===== src/rtl/zanagotchi_pkg.sv =====
// ---------------------------------------------------------------------------
// zanagotchi_pkg
// Shared definitions for the zanagotchi attribute path:
//   - attribute indices used on the attribute controller's write port
//   - action encoding for the button-driven actions
//   - state encoding of the attribute write scheduler
//   - helpers that map an action onto its attribute and direction
// ---------------------------------------------------------------------------
package zanagotchi_pkg;

    localparam logic [1:0] ATR_FOME  = 2'd0;
    localparam logic [1:0] ATR_FELIC = 2'd1;
    localparam logic [1:0] ATR_SONO  = 2'd2;

    typedef enum logic [1:0] {
        ACAO_COMER   = 2'd0,
        ACAO_BRINCAR = 2'd1,
        ACAO_DORMIR  = 2'd2
    } acao_t;

    typedef enum logic [2:0] {
        OCIOSO  = 3'd0,
        D_FOME  = 3'd1,
        D_FELIC = 3'd2,
        D_SONO  = 3'd3,
        ACAO    = 3'd4,
        MORTO   = 3'd5
    } estado_t;

    // Target attribute of an action.
    function automatic logic [1:0] acao_attr(input acao_t a);
        case (a)
            ACAO_COMER:   acao_attr = ATR_FOME;
            ACAO_BRINCAR: acao_attr = ATR_FELIC;
            default:      acao_attr = ATR_SONO;
        endcase
    endfunction

    // Direction of an action: eating lowers hunger, sleeping lowers
    // tiredness, playing raises happiness.
    function automatic logic acao_dec(input acao_t a);
        acao_dec = (a != ACAO_BRINCAR);
    endfunction

endpackage


===== src/rtl/divisor_tick.sv =====
// ---------------------------------------------------------------------------
// divisor_tick
// Free-running prescaler counting 0..TICK_CYCLES-1. tick is a registered
// one-cycle pulse raised on the edge where the counter wraps.
// Ports:
//   clk  : system clock
//   rst  : synchronous active-high reset (counter to 0, tick low)
//   tick : one-cycle pulse per wrap
// ---------------------------------------------------------------------------
module divisor_tick #(
    parameter int TICK_CYCLES = 50_000_000
) (
    input  logic clk,
    input  logic rst,
    output logic tick
);

    localparam int CW = (TICK_CYCLES > 2) ? $clog2(TICK_CYCLES) : 1;

    logic [CW-1:0] r_cnt;
    logic          r_tick;

    always_ff @(posedge clk) begin
        if (rst) begin
            r_cnt  <= '0;
            r_tick <= 1'b0;
        end else if (r_cnt == CW'(TICK_CYCLES - 1)) begin
            r_cnt  <= '0;
            r_tick <= 1'b1;
        end else begin
            r_cnt  <= r_cnt + 1'b1;
            r_tick <= 1'b0;
        end
    end

    assign tick = r_tick;

endmodule


===== src/rtl/escalonador_atributos.sv =====
// ---------------------------------------------------------------------------
// escalonador_atributos
// Serialises every update to the attribute controller's single write port:
// the periodic decay (fome, felicidade, sono) and the button actions
// (comer, brincar, dormir). One command is issued at a time and held until
// wr_ack. A death flag parks the scheduler in MORTO until rst.
// Ports:
//   clk, rst                 : clock, synchronous active-high reset
//   morreu                   : death flag (level)
//   req_comer/brincar/dormir : one-cycle action request pulses
//   wr_en/attr/dec/amt       : registered write command, stable while wr_en
//   wr_ack                   : command accepted (only meaningful with wr_en)
//   busy                     : scheduler not idle
//   overrun (optional)       : saturating count of dropped decay ticks,
//                              present only with ESCALONADOR_OVERRUN_EN
// ---------------------------------------------------------------------------
module escalonador_atributos
    import zanagotchi_pkg::*;
#(
    parameter int TICK_CYCLES = 50_000_000,
    parameter int W           = 8,
    parameter int AMT_DECAY   = 1,
    parameter int AMT_ACAO    = 16
) (
    input  logic         clk,
    input  logic         rst,
    input  logic         morreu,
    input  logic         req_comer,
    input  logic         req_brincar,
    input  logic         req_dormir,
    output logic         wr_en,
    output logic [1:0]   wr_attr,
    output logic         wr_dec,
    output logic [W-1:0] wr_amt,
    input  logic         wr_ack,
    output logic         busy
`ifdef ESCALONADOR_OVERRUN_EN
    ,
    output logic [7:0]   overrun
`endif
);

    logic           w_tick;
    estado_t        r_estado, w_estado_n;
    acao_t          r_acao, w_acao_n;
    logic           r_pend_tick, r_pend_comer, r_pend_brincar, r_pend_dormir;
    logic           w_clr_tick, w_clr_comer, w_clr_brincar, w_clr_dormir;
    logic           w_vivo, w_ack, w_tick_perdido;
    logic           r_wr_en, w_wr_en_n;
    logic [1:0]     r_wr_attr, w_wr_attr_n;
    logic           r_wr_dec, w_wr_dec_n;
    logic [W-1:0]   r_wr_amt, w_wr_amt_n;

    divisor_tick #(.TICK_CYCLES(TICK_CYCLES)) u_div (
        .clk  (clk),
        .rst  (rst),
        .tick (w_tick)
    );

    assign w_ack  = r_wr_en & wr_ack;
    // Pending bits only accumulate while alive and not dying this cycle.
    assign w_vivo = !morreu && (r_estado != MORTO);
    // A wrap that finds a tick already pending is dropped, not queued.
    assign w_tick_perdido = w_tick && r_pend_tick && (r_estado != MORTO);

    // Next state, pending clears and the command for the next state.
    always_comb begin
        w_estado_n    = r_estado;
        w_acao_n      = r_acao;
        w_clr_tick    = 1'b0;
        w_clr_comer   = 1'b0;
        w_clr_brincar = 1'b0;
        w_clr_dormir  = 1'b0;

        if (morreu) begin
            // Abandons any in-flight command, even one acked this edge.
            w_estado_n = MORTO;
        end else begin
            case (r_estado)
                OCIOSO: begin
                    if (r_pend_tick) begin
                        w_estado_n = D_FOME;
                        w_clr_tick = 1'b1;
                    end else if (r_pend_comer) begin
                        w_estado_n  = ACAO;
                        w_acao_n    = ACAO_COMER;
                        w_clr_comer = 1'b1;
                    end else if (r_pend_brincar) begin
                        w_estado_n    = ACAO;
                        w_acao_n      = ACAO_BRINCAR;
                        w_clr_brincar = 1'b1;
                    end else if (r_pend_dormir) begin
                        w_estado_n   = ACAO;
                        w_acao_n     = ACAO_DORMIR;
                        w_clr_dormir = 1'b1;
                    end
                end
                D_FOME:  if (w_ack) w_estado_n = D_FELIC;
                D_FELIC: if (w_ack) w_estado_n = D_SONO;
                D_SONO:  if (w_ack) w_estado_n = OCIOSO;
                ACAO:    if (w_ack) w_estado_n = OCIOSO;
                MORTO:   w_estado_n = MORTO;
                default: w_estado_n = OCIOSO;
            endcase
        end

        // Command fields are registered from the next state so they are
        // valid on the same edge that enters the command state.
        w_wr_en_n   = 1'b0;
        w_wr_attr_n = 2'd0;
        w_wr_dec_n  = 1'b0;
        w_wr_amt_n  = '0;
        case (w_estado_n)
            D_FOME: begin
                w_wr_en_n   = 1'b1;
                w_wr_attr_n = ATR_FOME;
                w_wr_amt_n  = W'(AMT_DECAY);
            end
            D_FELIC: begin
                w_wr_en_n   = 1'b1;
                w_wr_attr_n = ATR_FELIC;
                w_wr_dec_n  = 1'b1;
                w_wr_amt_n  = W'(AMT_DECAY);
            end
            D_SONO: begin
                w_wr_en_n   = 1'b1;
                w_wr_attr_n = ATR_SONO;
                w_wr_amt_n  = W'(AMT_DECAY);
            end
            ACAO: begin
                w_wr_en_n   = 1'b1;
                w_wr_attr_n = acao_attr(w_acao_n);
                w_wr_dec_n  = acao_dec(w_acao_n);
                w_wr_amt_n  = W'(AMT_ACAO);
            end
            default: ;
        endcase
    end

    always_ff @(posedge clk) begin
        if (rst) begin
            r_estado  <= OCIOSO;
            r_acao    <= ACAO_COMER;
            r_wr_en   <= 1'b0;
            r_wr_attr <= 2'd0;
            r_wr_dec  <= 1'b0;
            r_wr_amt  <= '0;
        end else begin
            r_estado  <= w_estado_n;
            r_acao    <= w_acao_n;
            r_wr_en   <= w_wr_en_n;
            r_wr_attr <= w_wr_attr_n;
            r_wr_dec  <= w_wr_dec_n;
            r_wr_amt  <= w_wr_amt_n;
        end
    end

    // A request on the same edge its bit is cleared re-sets it.
    always_ff @(posedge clk) begin
        if (rst) begin
            r_pend_tick    <= 1'b0;
            r_pend_comer   <= 1'b0;
            r_pend_brincar <= 1'b0;
            r_pend_dormir  <= 1'b0;
        end else begin
            r_pend_tick    <= w_vivo & (r_pend_tick ? !w_clr_tick : w_tick);
            r_pend_comer   <= w_vivo & ((r_pend_comer & !w_clr_comer) | req_comer);
            r_pend_brincar <= w_vivo & ((r_pend_brincar & !w_clr_brincar) | req_brincar);
            r_pend_dormir  <= w_vivo & ((r_pend_dormir & !w_clr_dormir) | req_dormir);
        end
    end

`ifdef ESCALONADOR_OVERRUN_EN
    logic [7:0] r_overrun;

    always_ff @(posedge clk) begin
        if (rst) begin
            r_overrun <= 8'd0;
        end else if (w_tick_perdido && (r_overrun != 8'hFF)) begin
            r_overrun <= r_overrun + 8'd1;
        end
    end

    assign overrun = r_overrun;
`else
    logic w_unused_perdido;
    assign w_unused_perdido = w_tick_perdido;
`endif

    assign wr_en   = r_wr_en;
    assign wr_attr = r_wr_attr;
    assign wr_dec  = r_wr_dec;
    assign wr_amt  = r_wr_amt;
    assign busy    = (r_estado != OCIOSO);

endmodule

===== config.mk =====
export PLATFORM = sky130hd
export DESIGN_NAME = escalonador_atributos
export DESIGN_NICKNAME = d
export VERILOG_FILES = /design/src/rtl/zanagotchi_pkg.sv /design/src/rtl/divisor_tick.sv /design/src/rtl/escalonador_atributos.sv
export SDC_FILE = /design/constraint.sdc
export NUM_CORES = 1
export LEC_CHECK = 0
export CAP_MARGIN = 20
export CORE_MARGIN = 5
export CORE_UTILIZATION = 56
export DETAILED_ROUTE_END_ITERATION = 8
export PLACE_DENSITY = 0.78
export SYNTH_ARGS = -nofsm -noshare
export SYNTH_HDL_FRONTEND = slang
export SYNTH_SLANG_ARGS = --single-unit

===== constraint.sdc =====
create_clock -name clk -period 2.5 [get_ports clk]
set_input_delay 0.5 -clock clk [delete_from_list [all_inputs] [get_ports clk]]
set_output_delay 0.5 -clock clk [all_outputs]
set_load 0.005 [all_outputs]

==> reports/qor.csv <==
metric,value,unit
Post-DP HPWL,2.81,mm
post-DR vias/cell,5.81,
count of cell types in the netlist,49,
Final WS setup,0.366,ns
leading area contributor after synthesis,dfxtp_1,
CTS Buf Count,5,
Layout area overhead,12.4,%
core region area,3420,um^2
DP Area,2210,um^2
initial antenna violation count,0,
clk slew on worst S/H paths,0.11,ns
share of cells above drive strength 1,8.59,%
unrepaired setup endpoints after global routing,false,
post-route cell area,2290,um^2
cell row count,21,
"delay-heaviest family, CP",simple AND/OR/NAND/NOR gates,
critical path type,reg -> reg,
Syn Area/Cell,8.55,um^2
Initial DRC Count,176,
hold bufs inserted after CTS,0,
total track usage,17.7,%
routed len/inst,13.2,um
Fmax achieved,469,MHz
die height,70.3,um
setup repair bufs after CTS,0,
Final TNS setup,0,ns
CTS tree,built,
CTS Sinks,42,
Synth top cells by count,"dfxtp_1, nor2_1, a21oi_1, nand2_1",
CP Cell Sequence,ha_1 -> nand4_4 -> or3_1 -> or4_1 -> a21oi_1,
Seq cells post-synth,42,
final hold violations,0,
Finished Layout Cells,302,
Clock Path Buffers,2,
Skew-Pair Late Insertion Delay,0.35,ns
worst slack at placement,0.141,ns
Root Driver,clkbuf_4,
"slowest stage delay, CP",0.56,ns
Buf/Inv on CP,0,
Tmin final,2.13,ns
grt ovf,0,
die width,70.3,um
Required @ worst endpoint,2.79,ns
Worst Skew,0.00713,ns
post-cts resize count,0,
Routed Antenna Nets,0,
Hold Path Class,reg -> reg,
gpl congestion,0.917,
Inserted Diodes,0,
Setup crit end kind,register,
Final Setup Violations,0,
area of the die,4940,um^2
dominant cells by area after synthesis,"dfxtp_1, a21oi_1, nor2_1",
P per Cell Area,539,nW/um^2
first-pass GRT wire length,7.19,mm
final net count,263,
number of H-tree levels,2,
vias in the first global route,1605,
starting density of the core,59.6,%
"Top FF cell, synth",dfxtp_1,
IO Port Bufs,13,
status,finished clean,
Synth async-reset ratio,0,%
register area share after synthesis,41.3,%
drt drc,0,
mapped cell area,2030,um^2
Final Power,1.23,mW
Crit-path slowest cell,or3_1,
Final period util,85.3,%
CP Launch Type,register,
largest net degree at the start of global routing,17,
Max VDD drop,0.371,mV
max-slew violations,0,
vias,1756,
top cell type's share of synthesized area,41.3,%
I/O pin total,20,
"EDFF count, synth",0,
P_leak,0.785,nW
critical path arrival,2.42,ns
most frequent cell after synthesis,dfxtp_1,
Routed Wire Length,4.00,mm
placed cells,294,
Max-Cap Viols,0,
Yosys warnings,0,
Post-Syn Instances,238,
Worst Path Max Fanout,10,
DRT Pass-1 Iters,4,
placed cells by master, fill, tap and decap left out, drive strengths merged, types with 8 or more instances in the layout:
| cell type | Yosys | final |
|---|---|---|
| a21oi | 20 | 20 |
| or4 | 10 | 10 |
| o31ai | 8 | 8 |
| clkdlybuf4s50 | 0 | 13 |
| nor2 | 25 | 25 |
| nand2 | 12 | 12 |
| buf | 9 | 8 |
| xnor2 | 9 | 9 |
| nand4 | 9 | 9 |
| dfxtp | 42 | 42 |
| nand3 | 10 | 10 |
| inv | 10 | 10 |
kinds of logic (layout without fill, tap and decap cells):
kind of cell               after synthesis  count (layout)  share of synthesized area [%]
adders and majority gates                1               1                          0.615
DFF                                     42              42                           41.3
AOI/OAI and AO/OA                       53              53                           17.2
and+or+nand+nor                        101             101                           28.2
buffers and inverters                   26              39                           6.40
muxes                                    1               1                          0.492
xor gates and xnor gates                13              13                           5.60
other                                    1               6                          0.184
sequential cells by signal, indices dropped and copies added, names as in the netlist:
name and flops:
r_pend_comer 1, r_pend_tick 1, r_acao 2, wr_amt 2
u_div.tick 1, u_div.r_cnt 26, wr_dec 1, r_pend_brincar 1
r_estado 3, wr_en 1, wr_attr 2, r_pend_dormir 1
per-layer routing:
| layer | GRT usage (%) | share of wire [%] | vias up |
|---|---|---|---|
| met1 | 23.3 | 48 | 806 |
| met5 | 0 | 0 | - |
| met3 | 5.02 | 5.8 | 6 |
| met2 | 27.8 | 45 | 39 |
| li1 | - | - | 905 |
| met4 | 5.74 | 1.4 | 0 |
worst paths after layout:
| check | startpoint | to | slack, ns | cells after the start |
|---|---|---|---|---|
| worst min-delay path | u_div.r_cnt[0] | u_div.r_cnt[0] | 0.48 | 1 |
| worst max-delay path | u_div.r_cnt[0] | u_div.r_cnt[24] | 0.37 | 5 |
| worst max register to register | u_div.r_cnt[0] | u_div.r_cnt[24] | 0.37 | 5 |
| worst min register to register | u_div.r_cnt[0] | u_div.r_cnt[0] | 0.48 | 1 |
final cells by class:
type	count	area [um^2]
tap	46	57.6
timing repair buffer	21	190
inverter	10	37.5
clock inverter	2	37.5
multi-input combinational	175	1080
clock buffer	6	41.3
sequential	42	841
fill	316	1130
report_power, final:
part / internal (mW) / total [mW] / switching (mW)
clock network: 0.211 / 0.425 / 0.214
logic: 0.0548 / 0.105 / 0.0502
registers: 0.684 / 0.703 / 0.0189
total: 0.950 / 1.23 / 0.283
metrics by stage:
| step | util (%) | hold slack, ns |
|---|---|---|
| detailed placement | 64.7 | 0.461 |
| global route | 67.0 | 0.524 |
| floorplan | - | 0.426 |
| CTS | 67.0 | 0.488 |
| global placement | 64.7 | 0.441 |
| finish | 67.0 | 0.478 |
(Power assumes the default switching activity.)
